--- src/rtl/cla_pkg.sv ---
// Shared constants for the carry-lookahead group sequencer: group width,
// FSM encoding and the index-width helper.
package cla_pkg;

  localparam int GROUP_W = 4;

  localparam logic [1:0] ST_IDLE = 2'd0;
  localparam logic [1:0] ST_RUN  = 2'd1;
  localparam logic [1:0] ST_DONE = 2'd2;

  typedef enum logic [1:0] {
    S_IDLE = ST_IDLE,
    S_RUN  = ST_RUN,
    S_DONE = ST_DONE
  } state_e;

  // Bits needed to count 0..n-1, never less than one so a single-group adder still has a counter.
  function automatic int clog2_min1(input int n);
    int r;
    r = 0;
    for (int i = 0; i < 32; i++) begin
      if ((32'd1 << r) < n) begin
        r = r + 1;
      end
    end
    if (r == 0) begin
      r = 1;
    end
    return r;
  endfunction

endpackage

--- src/rtl/cla_group_sequencer_if.sv ---
// Operand/result handshake bundle for cla_group_sequencer.
interface cla_group_sequencer_if #(
  parameter int WIDTH = 16
);
  logic             in_valid;
  logic             in_ready;
  logic [WIDTH-1:0] a;
  logic [WIDTH-1:0] b;
  logic             c_in;
  logic             out_valid;
  logic             out_ready;
  logic [WIDTH-1:0] sum;
  logic             c_out;
  logic             ovf;

  modport master (
    output in_valid, a, b, c_in, out_ready,
    input  in_ready, out_valid, sum, c_out, ovf
  );

  modport slave (
    input  in_valid, a, b, c_in, out_ready,
    output in_ready, out_valid, sum, c_out, ovf
  );
endinterface

--- src/rtl/cla_group4.sv ---
// Four-bit lookahead group: carries are flattened two-level functions of the
// group carry-in, so no carry ripples through the spg_block sum outputs.
module cla_group4
  import cla_pkg::*;
(
  input  logic [GROUP_W-1:0] a,
  input  logic [GROUP_W-1:0] b,
  input  logic               c_in,
  output logic [GROUP_W-1:0] s,
  output logic               c_out,
  output logic               c_msb,
  output logic               grp_g,
  output logic               grp_p
);
  logic [GROUP_W-1:0] g;
  logic [GROUP_W-1:0] p;
  logic [GROUP_W-1:0] c;

  for (genvar i = 0; i < GROUP_W; i++) begin : g_bit
    spg_block u_spg (
      .a (a[i]),
      .b (b[i]),
      .c (c[i]),
      .s (s[i]),
      .p (p[i]),
      .g (g[i])
    );
  end

  assign c[0] = c_in;
  assign c[1] = g[0] | (p[0] & c_in);
  assign c[2] = g[1] | (p[1] & g[0]) | (p[1] & p[0] & c_in);
  assign c[3] = g[2] | (p[2] & g[1]) | (p[2] & p[1] & g[0]) | (p[2] & p[1] & p[0] & c_in);

  assign grp_g = g[3] | (p[3] & g[2]) | (p[3] & p[2] & g[1]) | (p[3] & p[2] & p[1] & g[0]);
  assign grp_p = &p;
  assign c_out = grp_g | (grp_p & c_in);
  assign c_msb = c[3];
endmodule

--- src/rtl/spg_block.sv ---
// Per-bit sum / propagate / generate stage.
module spg_block (
  input  logic a,
  input  logic b,
  input  logic c,
  output logic s,
  output logic p,
  output logic g
);
  assign g = a & b;
  assign p = a ^ b;
  assign s = p ^ c;
endmodule

--- src/rtl/cla_group_sequencer.sv ---
// Multi-cycle carry-lookahead adder: one shared 4-bit group evaluated per clock,
// lowest group first, with a registered carry linking consecutive groups.
module cla_group_sequencer
  import cla_pkg::*;
#(
  parameter int WIDTH = 16
) (
  input  logic                   clk,
  input  logic                   rst_n,
  cla_group_sequencer_if.slave   bus
);
  localparam int NGRP  = WIDTH / GROUP_W;
  localparam int IDX_W = clog2_min1(NGRP);
  localparam logic [IDX_W-1:0] LAST_IDX = IDX_W'(NGRP - 1);

  if ((WIDTH % GROUP_W) != 0 || WIDTH < GROUP_W) begin : g_bad_width
    $error("cla_group_sequencer: WIDTH must be a non-zero multiple of GROUP_W");
  end

  state_e             state_q,     state_d;
  logic [IDX_W-1:0]   grp_idx_q,   grp_idx_d;
  logic               carry_q,     carry_d;
  logic [WIDTH-1:0]   a_q,         a_d;
  logic [WIDTH-1:0]   b_q,         b_d;
  logic [WIDTH-1:0]   sum_q,       sum_d;
  logic               c_out_q,     c_out_d;
  logic               ovf_q,       ovf_d;
  logic               in_ready_q,  in_ready_d;
  logic               out_valid_q, out_valid_d;

  logic [GROUP_W-1:0] grp_s;
  logic               grp_c_out;
  logic               grp_c_msb;
  logic               grp_g_unused;
  logic               grp_p_unused;

  cla_group4 u_group (
    .a     (a_q[grp_idx_q*GROUP_W +: GROUP_W]),
    .b     (b_q[grp_idx_q*GROUP_W +: GROUP_W]),
    .c_in  (carry_q),
    .s     (grp_s),
    .c_out (grp_c_out),
    .c_msb (grp_c_msb),
    .grp_g (grp_g_unused),
    .grp_p (grp_p_unused)
  );

  // Next-state and datapath updates; ovf on the last group uses the carry into the MSB.
  always_comb begin
    state_d     = state_q;
    grp_idx_d   = grp_idx_q;
    carry_d     = carry_q;
    a_d         = a_q;
    b_d         = b_q;
    sum_d       = sum_q;
    c_out_d     = c_out_q;
    ovf_d       = ovf_q;
    in_ready_d  = in_ready_q;
    out_valid_d = out_valid_q;
    case (state_q)
      S_IDLE: begin
        if (bus.in_valid) begin
          a_d        = bus.a;
          b_d        = bus.b;
          carry_d    = bus.c_in;
          grp_idx_d  = '0;
          sum_d      = '0;
          in_ready_d = 1'b0;
          state_d    = S_RUN;
        end else begin
          state_d    = S_IDLE;
        end
      end
      S_RUN: begin
        sum_d[grp_idx_q*GROUP_W +: GROUP_W] = grp_s;
        carry_d = grp_c_out;
        if (grp_idx_q == LAST_IDX) begin
          c_out_d     = grp_c_out;
          ovf_d       = grp_c_out ^ grp_c_msb;
          out_valid_d = 1'b1;
          state_d     = S_DONE;
        end else begin
          grp_idx_d   = grp_idx_q + IDX_W'(1);
        end
      end
      S_DONE: begin
        if (bus.out_ready) begin
          out_valid_d = 1'b0;
          in_ready_d  = 1'b1;
          state_d     = S_IDLE;
        end else begin
          state_d     = S_DONE;
        end
      end
      default: begin
        out_valid_d = 1'b0;
        in_ready_d  = 1'b1;
        state_d     = S_IDLE;
      end
    endcase
  end

  // State and output registers; reset abandons any add in flight.
  always_ff @(posedge clk or negedge rst_n) begin
    if (!rst_n) begin
      state_q     <= S_IDLE;
      grp_idx_q   <= '0;
      carry_q     <= 1'b0;
      a_q         <= '0;
      b_q         <= '0;
      sum_q       <= '0;
      c_out_q     <= 1'b0;
      ovf_q       <= 1'b0;
      in_ready_q  <= 1'b1;
      out_valid_q <= 1'b0;
    end else begin
      state_q     <= state_d;
      grp_idx_q   <= grp_idx_d;
      carry_q     <= carry_d;
      a_q         <= a_d;
      b_q         <= b_d;
      sum_q       <= sum_d;
      c_out_q     <= c_out_d;
      ovf_q       <= ovf_d;
      in_ready_q  <= in_ready_d;
      out_valid_q <= out_valid_d;
    end
  end

  assign bus.in_ready  = in_ready_q;
  assign bus.out_valid = out_valid_q;
  assign bus.sum       = sum_q;
  assign bus.c_out     = c_out_q;
  assign bus.ovf       = ovf_q;
endmodule

--- src/flat_wrapper.sv ---
// flat-port wrapper written by rule: the top's interface ports become plain ports
module cla_group_sequencer_flat import cla_pkg::*;
#(
  parameter int WIDTH = 16
)
  (clk, rst_n, bus_in_valid, bus_a, bus_b, bus_c_in, bus_out_ready, bus_in_ready, bus_out_valid, bus_sum, bus_c_out, bus_ovf);
  cla_group_sequencer_if #(.WIDTH(WIDTH)) bus_i ();
  input  logic clk;
  input  logic rst_n;
  input wire logic [$bits(bus_i.in_valid)-1:0] bus_in_valid;
  input wire logic [$bits(bus_i.a)-1:0] bus_a;
  input wire logic [$bits(bus_i.b)-1:0] bus_b;
  input wire logic [$bits(bus_i.c_in)-1:0] bus_c_in;
  input wire logic [$bits(bus_i.out_ready)-1:0] bus_out_ready;
  output wire logic [$bits(bus_i.in_ready)-1:0] bus_in_ready;
  output wire logic [$bits(bus_i.out_valid)-1:0] bus_out_valid;
  output wire logic [$bits(bus_i.sum)-1:0] bus_sum;
  output wire logic [$bits(bus_i.c_out)-1:0] bus_c_out;
  output wire logic [$bits(bus_i.ovf)-1:0] bus_ovf;
  assign bus_i.in_valid = bus_in_valid;
  assign bus_i.a = bus_a;
  assign bus_i.b = bus_b;
  assign bus_i.c_in = bus_c_in;
  assign bus_i.out_ready = bus_out_ready;
  assign bus_in_ready = bus_i.in_ready;
  assign bus_out_valid = bus_i.out_valid;
  assign bus_sum = bus_i.sum;
  assign bus_c_out = bus_i.c_out;
  assign bus_ovf = bus_i.ovf;
  cla_group_sequencer #(.WIDTH(WIDTH)) u_core (.clk(clk), .rst_n(rst_n), .bus(bus_i));
endmodule
--- config.mk ---
export PLATFORM = sky130hd
export DESIGN_NAME = cla_group_sequencer_flat
export DESIGN_NICKNAME = d
export VERILOG_FILES = /design/src/rtl/cla_pkg.sv /design/src/rtl/cla_group_sequencer_if.sv /design/src/rtl/cla_group4.sv /design/src/rtl/spg_block.sv /design/src/rtl/cla_group_sequencer.sv /design/src/flat_wrapper.sv
export SDC_FILE = /design/constraint.sdc
export NUM_CORES = 1
export LEC_CHECK = 0
export BUFFER_PORTS_ARGS = -buffer_cell sky130_fd_sc_hd__clkbuf_2
export CORE_ASPECT_RATIO = 1.5
export CORE_UTILIZATION = 25
export CTS_CLUSTER_SIZE = 10
export DETAILED_ROUTE_END_ITERATION = 10
export SYNTH_ARGS = -nofsm -noshare
export SYNTH_HDL_FRONTEND = slang
export SYNTH_SLANG_ARGS = --single-unit
--- constraint.sdc ---
create_clock -name clk -period 3.65 [get_ports clk]
set_input_delay 0.1825 -clock clk [delete_from_list [all_inputs] [get_ports clk]]
set_output_delay 0.1825 -clock clk [all_outputs]
set_load 0.02 [all_outputs]
# Word-level counts from Yosys, hierarchy flattened
# Cells that the tools add are included.
# op_classes
n_reduce_logical	9
muxes	18
bitwise_logic	40
n_eq_ne	7
n_shift	4
n_addsub	2
# op_table
operator	count
negator 4 -> 34 bit	1
variable shift 4 x 34 -> 16 bit (first input constant)	1
variable part select 4 x 34 -> 16 bit	1
case mux 16 bit (2 select lines)	1
variable part select 16 x 5 -> 4 bit	2
AND 1 bit	19
bitwise mux 16 bit	1
two-way mux 16 bit	1
bitwise OR 1 bit	10
AND reduction 3 bit	3
bitwise XOR 1 bit	9
two-way mux 2 bit	4
two-way mux 1 bit	6
inequality test 2 bit (second input constant)	3
case mux 1 bit (3 select lines)	2
case mux 2 bit (3 select lines)	1
AND reduction 2 bit	3
== test 2 bit (second input constant)	2
case mux 2 bit (2 select lines)	1
AND reduction 4 bit	1
adder 2 x 1 -> 2 bit (second input constant)	1
== test 2 x 1 -> 1 bit (second input constant)	1
zero test 2 bit	1
inequality test 2 x 1 -> 1 bit (second input constant)	1
3 further kinds	4
# word_totals
word_cells	90
out_inout_bits	20
regBits	57
in_bits	37

# Longest topological paths before layout
# Gate-level depths: netlist of run 1.
# logic_depth
word_depth	10
depth_mapped	8

# Modules after synthesis
# A second synthesis of run 1 with hierarchy kept.
# hier_totals
hier_cells	196
area_unflattened_um2	2845.2
# by_module_without_submodules
mod	seq_area_each_um2	n_inst	area_each_um2	cells_each
cla_group_sequencer	1427.6	1	2700.1	178
spg_block	0.0	4	21.3	2
cla_group4	0.0	1	60.1	10

# Least setup slack after synthesis of run 1
# OpenSTA, ideal clock, no wires.
# synth_path
path_kind	register -> register
startpoint	reg u_core.grp_idx_q[0]
endpoint	reg u_core.sum_q[11] (netlist: u_core.bus.sum[11])
t_required_ns	3.529
arrival_time_ns	2.486
path_stages_with_launch	9
setup_time_ns	0.121
path_buffers	2
path_slack_ns	1.043
cell_sequence	dfrtp_1 clkbuf_1 buf_4 mux4_2 ha_1 a211oi_1 o21bai_1 xor2_1 a22o_2
# synth_via
elab_chain_len	10
elab_cells_between_ends	33
cone_classes	add/sub: 1; shift: 4; mux: 2; bitwise: 26
# synth_lines
item	line	source
start: declaration	cla_group_sequencer.sv:21	logic [IDX_W-1:0] grp_idx_q, grp_idx_d;
start signal: assignment	cla_group_sequencer.sv:118	grp_idx_q <= grp_idx_d;
variable part select 16 x 5 -> 4 bit, on equally long branches	cla_group_sequencer.sv:38, cla_group_sequencer.sv:39	
bitwise XOR 1 bit / AND 1 bit (equally long branches)	spg_block.sv:11, spg_block.sv:10	
AND 1 bit	cla_group4.sv:33	assign c[3] = g[2] | (p[2] & g[1]) | (p[2] & p[1] & g[0]) | (p[2] & p[1] & p[0] & c_in);
bitwise OR 1 bit / AND 1 bit (equally long branches) (2 in series)	cla_group4.sv:33	
bitwise OR 1 bit	cla_group4.sv:33	
bitwise XOR 1 bit	spg_block.sv:12	assign s = p ^ c;
variable part select 4 x 34 -> 16 bit	cla_group_sequencer.sv:75	sum_d[grp_idx_q*GROUP_W +: GROUP_W] = grp_s;
bitwise mux 16 bit (*)	cla_group_sequencer.sv:75	
case mux 16 bit (2 select lines) (*)	cla_group_sequencer.sv:60	case (state_q)
end signal: assignment	cla_group_sequencer.sv:122	sum_q <= sum_d;
end: declaration	cla_group_sequencer.sv:25	logic [WIDTH-1:0] sum_q, sum_d;
# Every way passes the cells marked *; elsewhere a longest branch is shown, timed or not.
# A chain may end at the register's enable or synchronous reset.

# Final worst setup path of run 1
# Same ends and word-level chain as after synthesis.

==> flow_summary.toml, run 1 <==
[critical_path]
worst_r2r_path_depth = 6
worstPathArrival_ps = 3050
timing.rr.start = "u_core.grp_idx_q[0]"
required_ps = 3910
r2r_end = "u_core.bus.sum[11]"
cp-end-kind = "register"
r2r_setup_slack_ps = 860
startpoint_type = "register"
critPathMaxFanout = 17
crit_type = "register to register"

[cts]
path_clk_slew_ps = 50
cts-htree-levels = 3
clk_latency_ps = 320
root_buffer = "clkbuf_16"
clock-sinks = 57
clock_path_buffers = 2
cts_tree = "done"
cts_buffers = 9
cts_setup_buffers = 0

[sta]
final_max_slew_viol_count = 0
period_share_pct = 76.6
rsz0062_at_grt = "no"
hold_viol = 0
max_slew_margin_pct = 47.3
tns_ps = 0
tightest_slew_ps = 790
min_period_ps = 2790
setup_slack_ps = 855
fmax_ghz = 0.358
setup_violations = 0
finalClockSkew_ps = 8.19

[route]
wl_per_cell_um = 14.3
num_vias = 1701
first_pass_iters = 3
ant_nets = 0
drc_errors = 0
drt_iter0_markers = 55
drt_wl_total_um = 5690
avgViaCountPerCell = 4.26

[grt]
grt-ovfl-total = 0
antenna_found_initial = 0
grt_util_met3_pct = 3.35
grt-busiest-layer = "met2"
grt_pass1_vias = 1836
gr-usage-met2_pct = 19.4
track_usage_pct = 11.4
grt_max_degree = 34
grt_use_met1_pct = 13.3
grt_pass1_wl_um = 9340

[die]
die_area_um2 = 10900
die_w_um = 85.8
boundaryPins = 57
initial_core_util_pct = 25.8
fp.dieH_um = 128
rows = 45
coreArea_um2 = 10200

[place]
port_buffers = 56
post-place-ws_ps = 813
hpwlAfterDp_um = 4290
gp_congestion = 0.747
place_area_um2 = 3060

[min_path]
hold_depth = 2
hold_class = "input pin to register"
min-delay-start = "bus_b[7]"
holdPathEnd = "u_core.b_q[7]"

[power]
power_w = 0.00361
p_leak_nw = 1.58
power.density_nw_per_um2 = 1070
peakVddDrop_mv = 0.460

[synth]
synth_top_area_share_pct = 53.3
synthTopCellsByCount = "dfrtp_1, mux2_2, nand2_1, a22o_1, ha_1"
async_flop_share_pct = 100
synth_area_leader_cell = "dfrtp_1"
avgSynthCellArea_um2 = 13.8
postSynthNetCount = 238
synth_area_um2 = 2630
synth_edf_count = 0
synthCells = 191
ys_top_cells_by_area = "dfrtp_1, mux2_2, mux4_2, a22o_1, ha_1"
yosysMostFrequentCell = "dfrtp_1"
yosysWarnings = 0
synth_cell_type_count = 32
synth-seq-cells = 57
ys.flop_type = "dfrtp_1"
ys_seq_area_share_pct = 54.3

[final_layout]
diodes = 0
finalNetCount = 300
area_growth_syn_to_layout_pct = 27.8
fillers = 1024
fin_area_um2 = 3360
drive_gt1_share_pct = 46.5

[run_status]
status = "finished, final reports clean"

[run]
maxCapViolCount = 0
## sequential cells by signal, summed over array words and instances (netlist names)
signal	count
u_core.a_q	16
u_core.b_q	16
u_core.bus.sum	16
u_core.grp_idx_q	2
u_core.state_q	2
u_core.bus.c_out	1
u_core.bus.in_ready	1
u_core.bus.out_valid	1
u_core.bus.ovf	1
u_core.carry_q	1
## cells in the final DEF, fill, tap and decap left out, types with 2 or more instances in the layout
master,netlist,routed
a21o_1,2,2
a21oi_1,7,7
a22o_1,16,16
a22o_2,2,2
buf_4,1,2
clkbuf_16,0,9
clkbuf_2,0,56
clkbuf_8,0,4
clkinv_2,0,2
dfrtp_1,56,56
ha_1,9,9
inv_1,3,3
mux2_2,32,32
mux4_2,8,8
nand2_1,17,17
nand2b_1,2,2
nor2_1,7,7
nor4_1,2,2
o21ai_0,5,5
xor2_1,2,2
## worst max-delay path by stage
stage / startpoint / end / slack (ps) / cells after the start
after floorplan: u_core.grp_idx_q[0] / u_core.bus.sum[11] / 1040 / 8
after global placement: u_core.grp_idx_q[0] / u_core.bus.sum[11] / 860 / 6
after detailed placement: u_core.grp_idx_q[0] / u_core.bus.sum[11] / 810 / 6
after CTS: u_core.grp_idx_q[0] / u_core.bus.sum[11] / 780 / 6
after global routing: u_core.grp_idx_q[0] / u_core.bus.sum[11] / 600 / 6
final: u_core.grp_idx_q[0] / u_core.bus.sum[11] / 860 / 6
## cell families (layout without fill, tap and decap cells)
kind of cell    after synthesis  count (layout)  synth area share, %
compound gates               36              36                 10.1
xor+xnor                      3               3                0.999
fa+ha+maj                    10              10                 5.04
buf+inv                      11              78                 2.14
flops                        57              57                 54.3
mux                          41              41                 20.9
simple gates                 33              33                 6.51
## layer usage
layer	up-vias	wire length (µm)
met1	820	2500
met5	-	0
met2	45	2870
met4	0	92
li1	827	-
met3	9	234
## final cells by class
cell class              instances  area (µm²)  share of cell area [%]
flip-flops and latches         57        1430                    42.5
multi-input cells             123        1150                    34.1
clock buffers                  14         284                    8.45
repair buffers                 59         305                    9.08
well taps                     141         176                    5.25
inverters                       3        11.3                   0.335
clock inverters                 2        10.0                   0.298
## metrics by stage
stage | cells | hold slack [ps] | util, %
after floorplan | 191 | -113 | -
after global placement | 382 | 247 | 30.0
after detailed placement | 382 | 260 | 30.0
after CTS | 399 | 86.1 | 33.0
after global routing | 399 | 92.3 | 33.0
final | 399 | 87.4 | 33.0
## worst max-delay path, stage by stage (launching register included)
cell and delay [ps]:
dfrtp_1 850, mux4_2 650, ha_1 330, a211oi_1 210
o21bai_1 160, xor2_1 320, a22o_2 210
## timing repair
action                                 CTS  global route
endpoints found under the hold margin   27             0
gates resized for setup                  0             0
hold buffers                             1             0
## where the power goes
group | switching, W | internal (W) | leakage, nW
Combinational | 0.000856 | 0.000781 | 0.725
Clock | 0.000271 | 0.000530 | 0.149
Sequential | 0.000249 | 0.000926 | 0.703
(Power assumes the default switching activity.)
==> run 2: changes to the inputs <==
ABC_AREA = 1   (was unset)
clock period = 2.8 ns   (was 3.65 ns; I/O delays follow)
==> flow_summary.toml, run 2 <==
[min_path]
hold_class = "input pin to asynchronous set/reset pin"

[sta]
min_period_ps = 2330
final_max_slew_viol_count = 0
hold_viol = 37
rsz0062_at_grt = "no"
tns_ps = 0
finalClockSkew_ps = 6.00
setup_violations = 0
holdWs_ps = -35.3
tightest_slew_ps = 980
period_share_pct = 83.0
max_slew_margin_pct = 34.6
fmax_ghz = 0.430

[synth]
postSynthNetCount = 376
ys_seq_area_share_pct = 51.7
synthCells = 329
yosysMostFrequentCell = "nand2_1"
synth_top_area_share_pct = 50.7
synth_edf_count = 0
yosysWarnings = 0
synth_area_um2 = 2760
avgSynthCellArea_um2 = 8.39
synth_cell_type_count = 30
synthTopCellsByCount = "nand2_1, dfrtp_1, o21ai_0, nor2_1, inv_1"
async_flop_share_pct = 100
synth-seq-cells = 57
ys.flop_type = "dfrtp_1"
synth_area_leader_cell = "dfrtp_1"
ys_top_cells_by_area = "dfrtp_1, nand2_1, o21ai_0, ha_1, nor2_1"

[final_layout]
register_area_um2 = 1430
finalNetCount = 442
fillers = 1162
most-common-layout-cells = "nand2_1, clkbuf_2, dfrtp_1"
diodes = 0
drive_gt1_share_pct = 24.0
area_growth_syn_to_layout_pct = 26.7
fin_area_um2 = 3500
layout_commonest_cell = "nand2_1"
multi_input_area_um2 = 1170
utilization_pct = 32.9

[cts]
root_buffer = "clkbuf_16"
clock_path_buffers = 2
path_clk_slew_ps = 50
cts_resized = 0
cts_tree = "done"
clock-sinks = 57
cts-htree-levels = 3
cts_buffers = 9
clk_latency_ps = 330
hold_buffers = 6
cts_setup_buffers = 0

[power]
p_leak_nw = 1.85
peakVddDrop_mv = 0.515
power.density_nw_per_um2 = 1270

[die]
die_w_um = 87.8
initial_core_util_pct = 25.9
fp.dieH_um = 131
boundaryPins = 57
die_area_um2 = 11500
rows = 46
coreArea_um2 = 10600

[critical_path]
required_ps = 3070
worstPathArrival_ps = 2600
critPathMaxFanout = 11
cp-end-kind = "register"
r2r_setup_slack_ps = 470
crit_type = "register to register"
startpoint_type = "register"

[route]
avgViaCountPerCell = 4.33
drc_errors = 0
ant_nets = 0
drt_wl_total_um = 6700
drt_iter0_markers = 82
wl_per_cell_um = 12.3
first_pass_iters = 4
num_vias = 2353

[place]
hpwlAfterDp_um = 5130
port_buffers = 56
gp_congestion = 0.795
place_area_um2 = 3180

[grt]
grt_pass1_wl_um = 11300
grt_pass1_vias = 2428
track_usage_pct = 13.3
grt_max_degree = 40
antenna_found_initial = 0
grt-ovfl-total = 0

[run]
maxCapViolCount = 0

[run_status]
failed_checks = "negative hold slack"
status = "complete, but fails checks"
[run 2: cell types whose count changed in the layout (fill, tap and decap cells not counted), sizes merged, moves of 5 or more]
cell and delta:
nor2 +14, nand2 +128, a22o -18, nand4 +5, dlygate4sd3 +5, nand3 +9
inv +16, o21ai +28, mux4 -8, mux2 -32, o22ai +8, a21oi -6
[run 2: per-layer routing]
layer  global-route usage [%]  routed length (µm)
met2                     23.1                3460
met4                     7.81                 216
met3                     4.02                 289
met5                        0                   0
met1                     14.0                2730
[run 2: worst paths after layout]
path                                startpoint                 end  cells past startpoint
min reg2reg                      u_core.a_q[9]       u_core.a_q[9]                      2
max in group asynchronous                rst_n       u_core.a_q[9]                      2
max reg2reg                u_core.grp_idx_q[1]   u_core.bus.sum[7]                     13
max                        u_core.grp_idx_q[1]   u_core.bus.sum[7]                     13
min                                      rst_n  u_core.bus.sum[12]                      1
min in group clk                      bus_b[2]       u_core.b_q[2]                      3
[run 2: where the power goes]
part           total (W)  switching, W  internal, W  leakage [nW]
Combinational    0.00208       0.00137     0.000712         0.997
Sequential       0.00140      0.000229      0.00117         0.730
Clock           0.000956      0.000367     0.000589         0.128
Total            0.00443       0.00196      0.00247          1.85
[run 2: cell type report]
type / count / share of cell area, %
timing repair buffer: 66 / 10.6
inverter: 21 / 2.40
sequential: 57 / 40.8
tap: 144 / 5.15
clock inverter: 6 / 1.00
clock buffer: 10 / 6.54
multi-input combinational: 240 / 33.5
[run 2: cell families after synthesis]
kind of cell,share of synthesized area [%]
compound gates,9.92
xor+xnor,0.634
fa+ha+maj,4.80
buf+inv,5.80
flops,51.7
simple gates,27.1
[run 2: critical path, stage by stage (launching register included)]
cell and delay [ps]:
dfrtp_1 520, clkinv_1 330, o21ai_0 160, o22ai_1 110
ha_1 360, nand2_1 80, nand2_1 40, nor2_1 120
nand2_1 110, nand2_2 90, nand3_2 80, nor2_2 120
nand2_1 70, nand2_1 60
[run 2: stage by stage]
stage / worst slack, ps / total power [W] / hold slack (ps) / cells
CTS: 489 / 0.00450 / 0.810 / 544
global placement: 577 / 0.00345 / 337 / 522
detailed placement: 515 / 0.00351 / 342 / 522
global route: 216 / 0.00484 / 17.9 / 544
floorplan: 792 / 0.00294 / -156 / 329
finish: 475 / 0.00443 / -35.3 / 544
==> run 3: changes to the inputs <==
clock period = 2.3 ns   (was 2.8 ns; I/O delays follow)
==> flow_summary.toml, run 3 (synthesized netlist as in run 2, its figures left out) <==
[die]
rows = 46
coreArea_um2 = 10600
fp.dieH_um = 131
boundaryPins = 57
initial_core_util_pct = 25.9
die_w_um = 87.8
die_area_um2 = 11500

[critical_path]
r2r_setup_slack_ps = 100
worstPathArrival_ps = 2450
critPathMaxFanout = 16
required_ps = 2550
crit_type = "register to register"
startpoint_type = "register"
cp-end-kind = "register"

[grt]
grt_pass1_wl_um = 11400
antenna_found_initial = 0
grt_pass1_vias = 2500
track_usage_pct = 13.1
grt_max_degree = 58
grt-ovfl-total = 0

[cts]
clk_latency_ps = 320
path_clk_slew_ps = 50
clock_path_buffers = 2
cts_tree = "done"
cts-htree-levels = 3
cts_buffers = 9
root_buffer = "clkbuf_16"
clock-sinks = 57

[route]
avgViaCountPerCell = 4.28
drt_wl_total_um = 6940
drt_iter0_markers = 60
ant_nets = 0
num_vias = 2467
wl_per_cell_um = 12.1
drc_errors = 0
first_pass_iters = 4

[sta]
holdWs_ps = 10.2
finalClockSkew_ps = 5.73
period_share_pct = 95.6
setup_violations = 0
fmax_ghz = 0.455
tightest_slew_ps = 516
setup_slack_ps = 101
max_slew_margin_pct = 65.6
min_period_ps = 2200
tns_ps = 0
final_max_slew_viol_count = 0
hold_viol = 0

[run_status]
status = "finished, final reports clean"

[final_layout]
area_growth_syn_to_layout_pct = 39.9
most-common-layout-cells = "nand2_1, clkbuf_2, dfrtp_1"
fin_cells = 576
fillers = 1131
drive_gt1_share_pct = 25.7
diodes = 0
finalNetCount = 474
layout_commonest_cell = "nand2_1"

[place]
post-place-ws_ps = 121
place_inst = 526
port_buffers = 56
gp_congestion = 0.772
hpwlAfterDp_um = 5120

[power]
power.density_nw_per_um2 = 1540
peakVddDrop_mv = 0.527
power_w = 0.00594
p_leak_nw = 2.02

[min_path]
hold_class = "input pin to register"

[run]
maxCapViolCount = 0
==> run 3: through the flow <==
stage	area, µm²	utilization (%)
finish	3860	36.3
global route	3860	36.3
CTS	3780	35.5
detailed placement	3220	30.2
global placement	3220	30.2
floorplan	2760	-
==> run 3: what timing repair did <==
item                                    4_1_cts  5_1_grt
endpoints found under the setup margin        0       11
gates resized for setup                       0       10
hold endpoints to repair                     82        0
hold buffers                                 27        0
buffers inserted                              0        6
==> run 3: report_power, final <==
group | internal (W) | total (W) | switching [W]
clock network | 0.000860 | 0.00130 | 0.000436
logic | 0.00113 | 0.00295 | 0.00181
registers | 0.00142 | 0.00170 | 0.000274
==> run 3: final timing paths <==
kind / start / end / depth (start not counted)
setup reg to reg: u_core.grp_idx_q[0] / u_core.bus.sum[10] / 9
hold reg to reg: u_core.bus.in_ready / u_core.bus.in_ready / 2
hold / removal: bus_a[7] / u_core.a_q[7] / 3
setup / recovery: u_core.grp_idx_q[0] / u_core.bus.sum[10] / 9
max in group asynchronous: rst_n / u_core.bus.in_ready / 3
min in group asynchronous: rst_n / u_core.bus.sum[15] / 3
==> run 3: critical path: stages (launching register included) <==
cell and delay [ps]:
dfrtp_2 450, buf_6 170, o21ai_0 340, o22ai_2 170, ha_1 330, nand3_1 80
nand2_1 130, xor2_2 240, nand2_1 90, o21ai_2 110
==> run 3: final cells by class <==
type / instances / area (µm²) / share of cell area [%]
timing repair buffer: 97 / 672 / 17.4
clock buffer: 12 / 246 / 6.38
tap: 144 / 180 / 4.66
inverter: 21 / 87.6 / 2.27
timing repair inverter: 1 / 7.51 / 0.194
multi-input combinational: 240 / 1190 / 30.9
clock inverter: 4 / 45.0 / 1.17
sequential: 57 / 1430 / 37.0
==> run 3: metal layers <==
metal,share of wire [%],up-vias,routed length [µm],global-route usage [%]
met5,0,-,0,0
met4,3.0,0,206,7.23
met3,3.7,20,260,3.14
met2,52,51,3610,22.9
met1,41,1149,2860,14.4
li1,-,1247,-,-
